--- config.mk ---
export PLATFORM = sky130hd
export DESIGN_NAME = saturn_bus_daisy_ctrl
export DESIGN_NICKNAME = d
export VERILOG_FILES = /design/src/rtl/saturn_bus_daisy_ctrl_pkg.sv /design/src/rtl/saturn_bus_addr_match.sv /design/src/rtl/saturn_bus_daisy_ctrl.sv
export SDC_FILE = /design/constraint.sdc
export NUM_CORES = 1
export LEC_CHECK = 0
export CORE_UTILIZATION = 50
export CTS_CLUSTER_SIZE = 10
export DETAILED_ROUTE_END_ITERATION = 7
export GPL_TIMING_DRIVEN = 0
export PLACE_DENSITY = 0.73
export SLEW_MARGIN = 20
export SYNTH_ARGS = -nofsm -noshare
export SYNTH_HDL_FRONTEND = slang
export SYNTH_SLANG_ARGS = --single-unit
--- constraint.sdc ---
create_clock -name i_clk -period 2.7 [get_ports i_clk]
set_input_delay 0.27 -clock i_clk [delete_from_list [all_inputs] [get_ports i_clk]]
set_output_delay 0.27 -clock i_clk [all_outputs]
set_load 0.05 [all_outputs]
--- src/rtl/saturn_bus_daisy_ctrl_pkg.sv ---
// Shared definitions for the Saturn bus daisy-chain controller: command
// encodings, controller state encoding and the per-position module ID table.
package saturn_bus_daisy_ctrl_pkg;

    typedef enum logic [1:0] {
        CMD_CONFIG = 2'd0,
        CMD_UNCNFG = 2'd1,
        CMD_RESET  = 2'd2,
        CMD_C_ID   = 2'd3
    } cmd_t;

    typedef enum logic [1:0] {
        ST_IDLE = 2'd0,
        ST_EXEC = 2'd1,
        ST_RESP = 2'd2
    } state_t;

    // IDs reported by C_ID for chain positions 0 (mmio), 1 (sysram), 2 (rom)
    localparam logic [19:0] ID_MMIO   = 20'h00019;
    localparam logic [19:0] ID_SYSRAM = 20'h000F4;
    localparam logic [19:0] ID_ROM    = 20'h000F6;

    function automatic logic [19:0] module_id(input int unsigned idx);
        case (idx)
            0:       return ID_MMIO;
            1:       return ID_SYSRAM;
            2:       return ID_ROM;
            default: return 20'h00000;
        endcase
    endfunction

endpackage

--- src/rtl/saturn_bus_addr_match.sv ---
// Per-module mask/base compare: one against the live bus address and one
// against the latched command operand (used to find the UNCNFG target).
module saturn_bus_addr_match #(
    parameter int ADDR_W = 20
) (
    input  logic              i_configured,
    input  logic [ADDR_W-1:0] i_mask,
    input  logic [ADDR_W-1:0] i_base,
    input  logic [ADDR_W-1:0] i_addr,
    input  logic [ADDR_W-1:0] i_cmd_addr,
    output logic              o_hit,
    output logic              o_cmd_hit
);

    assign o_hit     = i_configured && ((i_addr & i_mask) == i_base);
    assign o_cmd_hit = i_configured && ((i_cmd_addr & i_mask) == i_base);

endmodule

--- src/rtl/saturn_bus_daisy_ctrl.sv ---
// Saturn bus daisy-chain configuration controller with live address decode.
// Optional overlap detection enabled by defining SATURN_DAISY_OVERLAP_CHECK_EN.
module saturn_bus_daisy_ctrl
    import saturn_bus_daisy_ctrl_pkg::*;
#(
    parameter int NUM_MODULES = 3,
    parameter int ADDR_W      = 20
) (
    input  logic                   i_clk,
    input  logic                   i_reset,
    input  logic                   i_clk_en,
    input  logic                   i_cmd_valid,
    input  logic [1:0]             i_cmd,
    input  logic [ADDR_W-1:0]      i_cmd_addr,
    output logic                   o_cmd_ready,
    output logic                   o_id_valid,
    output logic [ADDR_W-1:0]      o_id,
    output logic                   o_cmd_err,
    input  logic [ADDR_W-1:0]      i_addr,
    output logic [NUM_MODULES-1:0] o_sel,
    output logic [NUM_MODULES-1:0] o_daisy,
    output logic                   o_overlap_err,
    output state_t                 o_dbg_state
);

    localparam int IDX_W = (NUM_MODULES > 1) ? $clog2(NUM_MODULES) : 1;

    // Command handshake: a command transfers on an enabled cycle where
    // i_cmd_valid and o_cmd_ready are both high; ready is high only in IDLE.
    state_t                               state_q, state_d;
    cmd_t                                 cmd_q;
    logic [ADDR_W-1:0]                    cmd_addr_q;
    logic [NUM_MODULES-1:0]               configured_q, size_set_q;
    logic [NUM_MODULES-1:0][ADDR_W-1:0]   mask_q, base_q;
    logic [ADDR_W-1:0]                    id_q;
    logic                                 resp_id_q, resp_err_q;
    logic [NUM_MODULES-1:0]               hit, cmd_hit;
    logic                                 unc_found, cmd_found;
    logic [IDX_W-1:0]                     unc_idx, cmd_idx;
    logic                                 accept;

    for (genvar k = 0; k < NUM_MODULES; k++) begin : g_match
        saturn_bus_addr_match #(.ADDR_W(ADDR_W)) u_match (
            .i_configured (configured_q[k]),
            .i_mask       (mask_q[k]),
            .i_base       (base_q[k]),
            .i_addr       (i_addr),
            .i_cmd_addr   (cmd_addr_q),
            .o_hit        (hit[k]),
            .o_cmd_hit    (cmd_hit[k])
        );
    end

    assign accept = i_clk_en && i_cmd_valid && (state_q == ST_IDLE);

    // Lowest unconfigured module is the CONFIG / C_ID target
    always_comb begin
        unc_found = 1'b0;
        unc_idx   = '0;
        for (int k = NUM_MODULES - 1; k >= 0; k--) begin
            if (!configured_q[k]) begin
                unc_found = 1'b1;
                unc_idx   = IDX_W'(k);
            end
        end
    end

    // Highest configured module matching the operand is the UNCNFG target
    always_comb begin
        cmd_found = 1'b0;
        cmd_idx   = '0;
        for (int k = 0; k < NUM_MODULES; k++) begin
            if (cmd_hit[k]) begin
                cmd_found = 1'b1;
                cmd_idx   = IDX_W'(k);
            end
        end
    end

    always_comb begin
        o_sel = '0;
        for (int k = 0; k < NUM_MODULES; k++) begin
            if (hit[k]) begin
                o_sel    = '0;
                o_sel[k] = 1'b1;
            end
        end
    end

`ifdef SATURN_DAISY_OVERLAP_CHECK_EN
    assign o_overlap_err = |(hit & (hit - NUM_MODULES'(1)));
`else
    assign o_overlap_err = 1'b0;
`endif

    always_ff @(posedge i_clk) begin
        if (!i_reset) begin
            state_q <= ST_IDLE;
        end else if (i_clk_en) begin
            state_q <= state_d;
        end
    end

    always_comb begin
        state_d = state_q;
        case (state_q)
            ST_IDLE: if (i_cmd_valid) state_d = ST_EXEC;
            ST_EXEC: state_d = ST_RESP;
            ST_RESP: state_d = ST_IDLE;
            default: state_d = ST_IDLE;
        endcase
    end

    always_comb begin
        o_cmd_ready = (state_q == ST_IDLE);
        o_id_valid  = (state_q == ST_RESP) && resp_id_q;
        o_cmd_err   = (state_q == ST_RESP) && resp_err_q;
        o_dbg_state = state_q;
    end

    always_ff @(posedge i_clk) begin
        if (!i_reset) begin
            cmd_q        <= CMD_CONFIG;
            cmd_addr_q   <= '0;
            configured_q <= '0;
            size_set_q   <= '0;
            mask_q       <= '0;
            base_q       <= '0;
            id_q         <= '0;
            resp_id_q    <= 1'b0;
            resp_err_q   <= 1'b0;
        end else if (accept) begin
            cmd_q      <= cmd_t'(i_cmd);
            cmd_addr_q <= i_cmd_addr;
        end else if (i_clk_en && state_q == ST_EXEC) begin
            resp_id_q  <= 1'b0;
            resp_err_q <= 1'b0;
            case (cmd_q)
                CMD_CONFIG: begin
                    if (!unc_found) begin
                        resp_err_q <= 1'b1;
                    end else if (!size_set_q[unc_idx]) begin
                        mask_q[unc_idx]     <= cmd_addr_q;
                        size_set_q[unc_idx] <= 1'b1;
                    end else begin
                        base_q[unc_idx]       <= cmd_addr_q & mask_q[unc_idx];
                        configured_q[unc_idx] <= 1'b1;
                        size_set_q[unc_idx]   <= 1'b0;
                    end
                end
                CMD_UNCNFG: begin
                    if (cmd_found) begin
                        configured_q[cmd_idx] <= 1'b0;
                        size_set_q[cmd_idx]   <= 1'b0;
                    end else begin
                        resp_err_q <= 1'b1;
                    end
                end
                CMD_RESET: begin
                    configured_q <= '0;
                    size_set_q   <= '0;
                end
                CMD_C_ID: begin
                    id_q      <= unc_found ? ADDR_W'(module_id(32'(unc_idx))) : '0;
                    resp_id_q <= 1'b1;
                end
                default: ;
            endcase
        end
    end

    assign o_daisy = configured_q;
    assign o_id    = id_q;

endmodule
### Yosys cells after proc, flatten, opt, wreduce, memory -nomap -nowiden

Index checks and enable logic that the tools add are counted.

* register bits: 172

* magnitude comparators: 4
* equal/unequal tests: 17
* muxes and demuxes: 42
* bitwise logic cells: 16
* reductions and logical operators: 24

Operators with widths (count)
* $and 20x20->20: 7
* $bwmux 60: 2
* $eq 20x20->1: 6
* $mux 20: 3
* $bmux 20 s2: 1
* $demux 20 s2: 1
* $mux 3: 8
* $pmux 8 s3: 1
* $pmux 3 s3: 2
* $reduce_and 5->1: 3
* $mux 1: 14
* $logic_and 1x1->1: 13
* $mux 2: 5
* $and 3x3->3: 3
* $eq 2x2->1 const B: 4
* $ne 2x2->1 const B: 4
* $eq 2x1->1 const B: 3
* $logic_not 2->1: 3
* $lt 2x3->1 const B: 2
* $not 3->3: 2
* $or 3x3->3: 2
* $reduce_and 6->1: 1
* $demux 1 s2: 2
* $ge 2x1->1 const B: 2
* other kinds (7): 9

### Longest topological paths before layout

* depth after elaboration: 13
* mapped depth: 10
* mapped depth without buffers: 7

### Cells and area by module

Synthesis repeated with hierarchy kept, for this count alone.

* cells, all modules: 1011
* area total of the unflattened synthesis: 8579.5 µm²

Modules (own cells, without submodules)
* saturn_bus_daisy_ctrl: times used 1, cells each 711, area each 6698.9 µm², sequential area each 3123.0 µm²
* saturn_bus_addr_match: times used 3, cells each 100, area each 626.9 µm², sequential area each 0.0 µm²

### Worst setup path before layout

No wires, ideal clock.

* path kind: register to output
* start: reg mask_q[18] (netlist name)
* end: out o_sel[0]
* arrival time: 2.419 ns
* required time: 2.430 ns
* setup slack: 0.011 ns
* stages on the path, launching flop included: 6
* path buffers: 0
* path through: dfxtp_1 > nand2_1 > xnor2_1 > nor4_1 > nand4_1 > nor4_1

* longest elaborated chain between the ends: 6

RTL lines
* from (decl): line saturn_bus_daisy_ctrl.sv:34 `logic [NUM_MODULES-1:0][ADDR_W-1:0] mask_q, base_q;`
* from (signal, indexed assignment): line saturn_bus_daisy_ctrl.sv:143 `mask_q[unc_idx] <= cmd_addr_q;`
* $and 20x20->20: line saturn_bus_addr_match.sv:15 `assign o_hit = i_configured && ((i_addr & i_mask) == i_base);`
* $eq 20x20->1: line saturn_bus_addr_match.sv:15
* $logic_and 1x1->1: line saturn_bus_addr_match.sv:15
* $mux 1: line saturn_bus_daisy_ctrl.sv:83 `if (hit[k]) begin`
* $mux 3 (2 in a row): line saturn_bus_daisy_ctrl.sv:83
* to (decl): line saturn_bus_daisy_ctrl.sv:20 `output logic [NUM_MODULES-1:0] o_sel,`

Every way passes these cells.

### Worst setup path after layout

* start: reg cmd_addr_q[19]
* end: reg configured_q[1], in the netlist o_daisy[1]

* longest elaborated chain between the ends: 13
* elaborated cells on any way between the ends: 25
* classes of those cells: 2 x order compare; 4 x eq/ne; 9 x mux; 5 x bitwise; 5 x reduce/logical

RTL lines
* from (decl): line saturn_bus_daisy_ctrl.sv:32 `logic [ADDR_W-1:0] cmd_addr_q;`
* from (signal assigned): line saturn_bus_daisy_ctrl.sv:134 `cmd_addr_q <= i_cmd_addr;`
* $and 20x20->20: line saturn_bus_addr_match.sv:16 `assign o_cmd_hit = i_configured && ((i_cmd_addr & i_mask) == i_base);`
* $eq 20x20->1: line saturn_bus_addr_match.sv:16
* $logic_and 1x1->1: line saturn_bus_addr_match.sv:16
* $mux 1: line saturn_bus_daisy_ctrl.sv:73 `if (cmd_hit[k]) begin`
* $mux 2: line saturn_bus_daisy_ctrl.sv:73
* $lt 2x3->1 (not written as such) / $ge 2x1->1 (equally long branches): line saturn_bus_daisy_ctrl.sv:153 `configured_q[cmd_idx] <= 1'b0;`
* $logic_and 1x1->1 (not written as such): line saturn_bus_daisy_ctrl.sv:153
* $mux 1 (not written as such): line saturn_bus_daisy_ctrl.sv:153
* $demux 1 s2: line saturn_bus_daisy_ctrl.sv:153
* $not 3->3 (no line)
* $and 3x3->3 (no line)
* $mux 3: line saturn_bus_daisy_ctrl.sv:152 `if (cmd_found) begin`
* $pmux 3 s3: line saturn_bus_daisy_ctrl.sv:138 `case (cmd_q)`
* to (signal, indexed assignment): line saturn_bus_daisy_ctrl.sv:147 `configured_q[unc_idx] <= 1'b1;`
* to (signal, indexed assignment): line saturn_bus_daisy_ctrl.sv:153
* to (signal assigned): line saturn_bus_daisy_ctrl.sv:160 `configured_q <= '0;`
* to (decl): line saturn_bus_daisy_ctrl.sv:33 `logic [NUM_MODULES-1:0] configured_q, size_set_q;`

Several ways; a longest one is shown, not always the timed one. The select of a mux whose other input is x is not followed.
A chain may end at the register's enable or synchronous reset.

==> impl_metrics.ini <==
[outcome]
outcome = finished, final reports clean

[placement]
place_area_mm2 = 0.00975
portBuffers = 63
dp_hpwl_mm = 20.2
place_congestion = 0.980

[worst_hold_path]
hold_depth = 3
hold_end = o_daisy[0]
hold_path_class = input port to register
hp-start = i_reset

[global_routing]
grt_pass1_wl_mm = 41.0
grt_most_used_layer = met2
grt_pass1_vias = 6987
grtUsageMet2 = 0.488
grt_use_met3 = 0.0691
grt_max_degree = 17
grt_antenna_before_repair = 0
grt.total_usage = 0.309
gr-total-overflow = 0
met1_usage = 0.407

[detailed_routing]
wl_per_cell_um = 20.4
vias = 7909
drc_errors = 0
dr.pass1.iters = 5
ant_nets = 0
routed_wl_mm = 27.8
drtIter0Drc = 914
drt-vias-per-instance = 5.81

[logic_synthesis]
post_synth_num_cell_types = 51
synthesis.area_mm2 = 0.00879
ys.flop_type = dfxtp_1
ys_seq_elements = 156
async_flop_share = 0
syn_inst = 1020
synth_edf_count = 0
ys_seq_area_frac = 0.355
synth.top_cell.area_share = 0.355
synthSimpleGateAreaFrac = 0.248
synth_fa_ha_area_frac = 0.00427
synth_warnings = 0
synth_xor_area_frac = 0.0777
synthTopCellsByArea = dfxtp_1 (36%), mux2i_1 (14%), nand2_1 (7.6%), nor2b_1 (7.3%), xor2_1 (4.8%)
yosysTopAreaCell = dfxtp_1
synth_compound_area_frac = 0.121
synth_mux_area_frac = 0.139
synth_top_family_by_area = simple AND/OR/NAND/NOR gates
syn_avg_cell_area_um2 = 8.62

[clock_tree]
clk_pin_slew_ps = 60
cts_tree = built
clk-insertion-delay-late_ps = 450
clock-root-buffer = clkbuf_16
cts_buffers = 17
cts_max_level = 4
cts.sinks = 156
clk_path_buf_depth = 2

[sta]
max_freq_ghz = 0.373
hold_violations = 0
min_period_ps = 2680
setup_violations = 0
slew-limit-headroom = 0.465
grt_setup_unrepaired = true
tns_ps = 0
skew_ps = 8.05
slew_violations = 0
fin_crit_sh = 0.994
tightestPinTransition_ps = 802

[worst_setup_path]
cp_max_fo = 10
worstReg2RegEnd = o_daisy[1]
crit_path_end_kind = register
r2r_cells = 9
cp_data_required_time_ps = 3030
crit_arrival_ps = 3020
ff2ff_setup_slack_ps = 20
worstSetupStartpointType = register
timing.rr.start = cmd_addr_q[19]
worstSetupPathType = register to register

[floorplanning]
core_area_mm2 = 0.0172
die_w_um = 135
io_pins = 78
start_util = 0.510
rows = 48
die_h_um = 135
dieArea_mm2 = 0.0181

[pwr]
pwr_density_cell_mw_per_mm2 = 489
p_leak_nw = 4.34
irDropWorstVdd_uv = 479
power.total_mw = 5.23

[layout]
antenna_cells = 0
fin_area_mm2 = 0.0107
final_nets = 1172
layout_common_cells = nand2_1 (177), dfxtp_1 (141), mux2i_1 (122)
final_util = 0.620
area_delta_synth_final_pct = 21.6
final_common_cell = nand2_1
drive_gt1_frac = 0.129

[job]
drv_cap = 0
## metal layers
layer  vias up  share of wire
met2       371           0.45
met3        72          0.079
li1       3705              -
met1      3761           0.43
met5         -              0
met4         0          0.038
## logic make-up (layout without fill, tap and decap cells)
logic type,Yosys count,in the layout
other,1,13
muxes,122,122
buffers and inverters,91,195
xor gates and xnor gates,78,78
adders and majority gates,3,3
DFF,156,156
AOI/OAI and AO/OA,150,150
and+or+nand+nor,419,419
## worst max-delay path by stage
stage / to / startpoint / slack, ps / cells after the start
2_1_floorplan: o_sel[0] / mask_q[18] / 10 / 5
3_3_place_gp: o_sel[2] / i_addr[19] / -800 / 8
3_5_place_dp: o_sel[2] / i_addr[19] / -820 / 8
4_1_cts: mask_q[15] / o_daisy[1] / 2 / 8
5_1_grt: o_daisy[1] / base_q[46] / -50 / 8
6_report: o_daisy[1] / cmd_addr_q[19] / 20 / 9
## critical path, cell delays in order (launching register included)
cell and delay, ps:
dfxtp_1 320, clkbuf_4 220, and3_1 180, o22ai_1 100, or4_4 580, o31ai_4 220, buf_4 190, o31ai_4 100
or4b_1 520, o2111a_1 150
## cell type report
cell class                 count  area [um^2]
fill                        1511         6550
multi-input combinational    785         5410
sequential                   156         3140
timing repair buffer          73          708
buffer                        86          533
clock buffer                  17          425
tap                          225          282
clock inverter                15          171
inverter                       4         15.0
## through the flow
stage | instances | worst slack, ps | hold slack [ps]
finish | 1361 | 17.5 | 309
global route | 1361 | -47.6 | 341
CTS | 1354 | 1.79 | 299
detailed placement | 1320 | -823 | 495
global placement | 1320 | -802 | 476
floorplan | 1032 | 10.9 | 415
## synth_stat cells (all sizes together), types with 2 or more instances
cell / number
a211oi: 2
a21boi: 42
a21o: 2
a21oi: 40
and2: 5
and3: 39
and3b: 4
buf: 51
clkbuf: 36
dfxtp: 156
ha: 3
inv: 4
mux2i: 122
nand2: 177
nand2b: 5
nand3: 23
nand4: 16
nor2: 10
nor2b: 103
nor3: 11
nor3b: 2
nor4: 11
nor4b: 2
o211a: 23
o21a: 2
o21ai: 8
o221a: 2
o22a: 2
o22ai: 18
o311a: 2
o31ai: 2
or2: 2
or4: 7
xnor2: 30
xor2: 48
## flip-flops by register name, summed over array words and instances, names as in the netlist, named ones only
signal       cells
resp_id_q        1
mask_q          60
o_id             4
cmd_q            2
o_dbg_state      2
o_daisy          3
resp_err_q       1
base_q          60
cmd_addr_q      20
## where the power goes
part	total [mW]	internal (mW)	switching, mW
Clock	2.47	1.45	1.02
Sequential	2.34	2.32	0.0193
Combinational	0.414	0.170	0.244
## what timing repair did
item	4_1_cts	5_1_grt
hold buffers	0	0
gates resized for setup	55	61
pin swaps	4	11
endpoints found under the setup margin	88	108
setup buffers	3	7
Note: power is estimated with default switching activity, not from simulation.
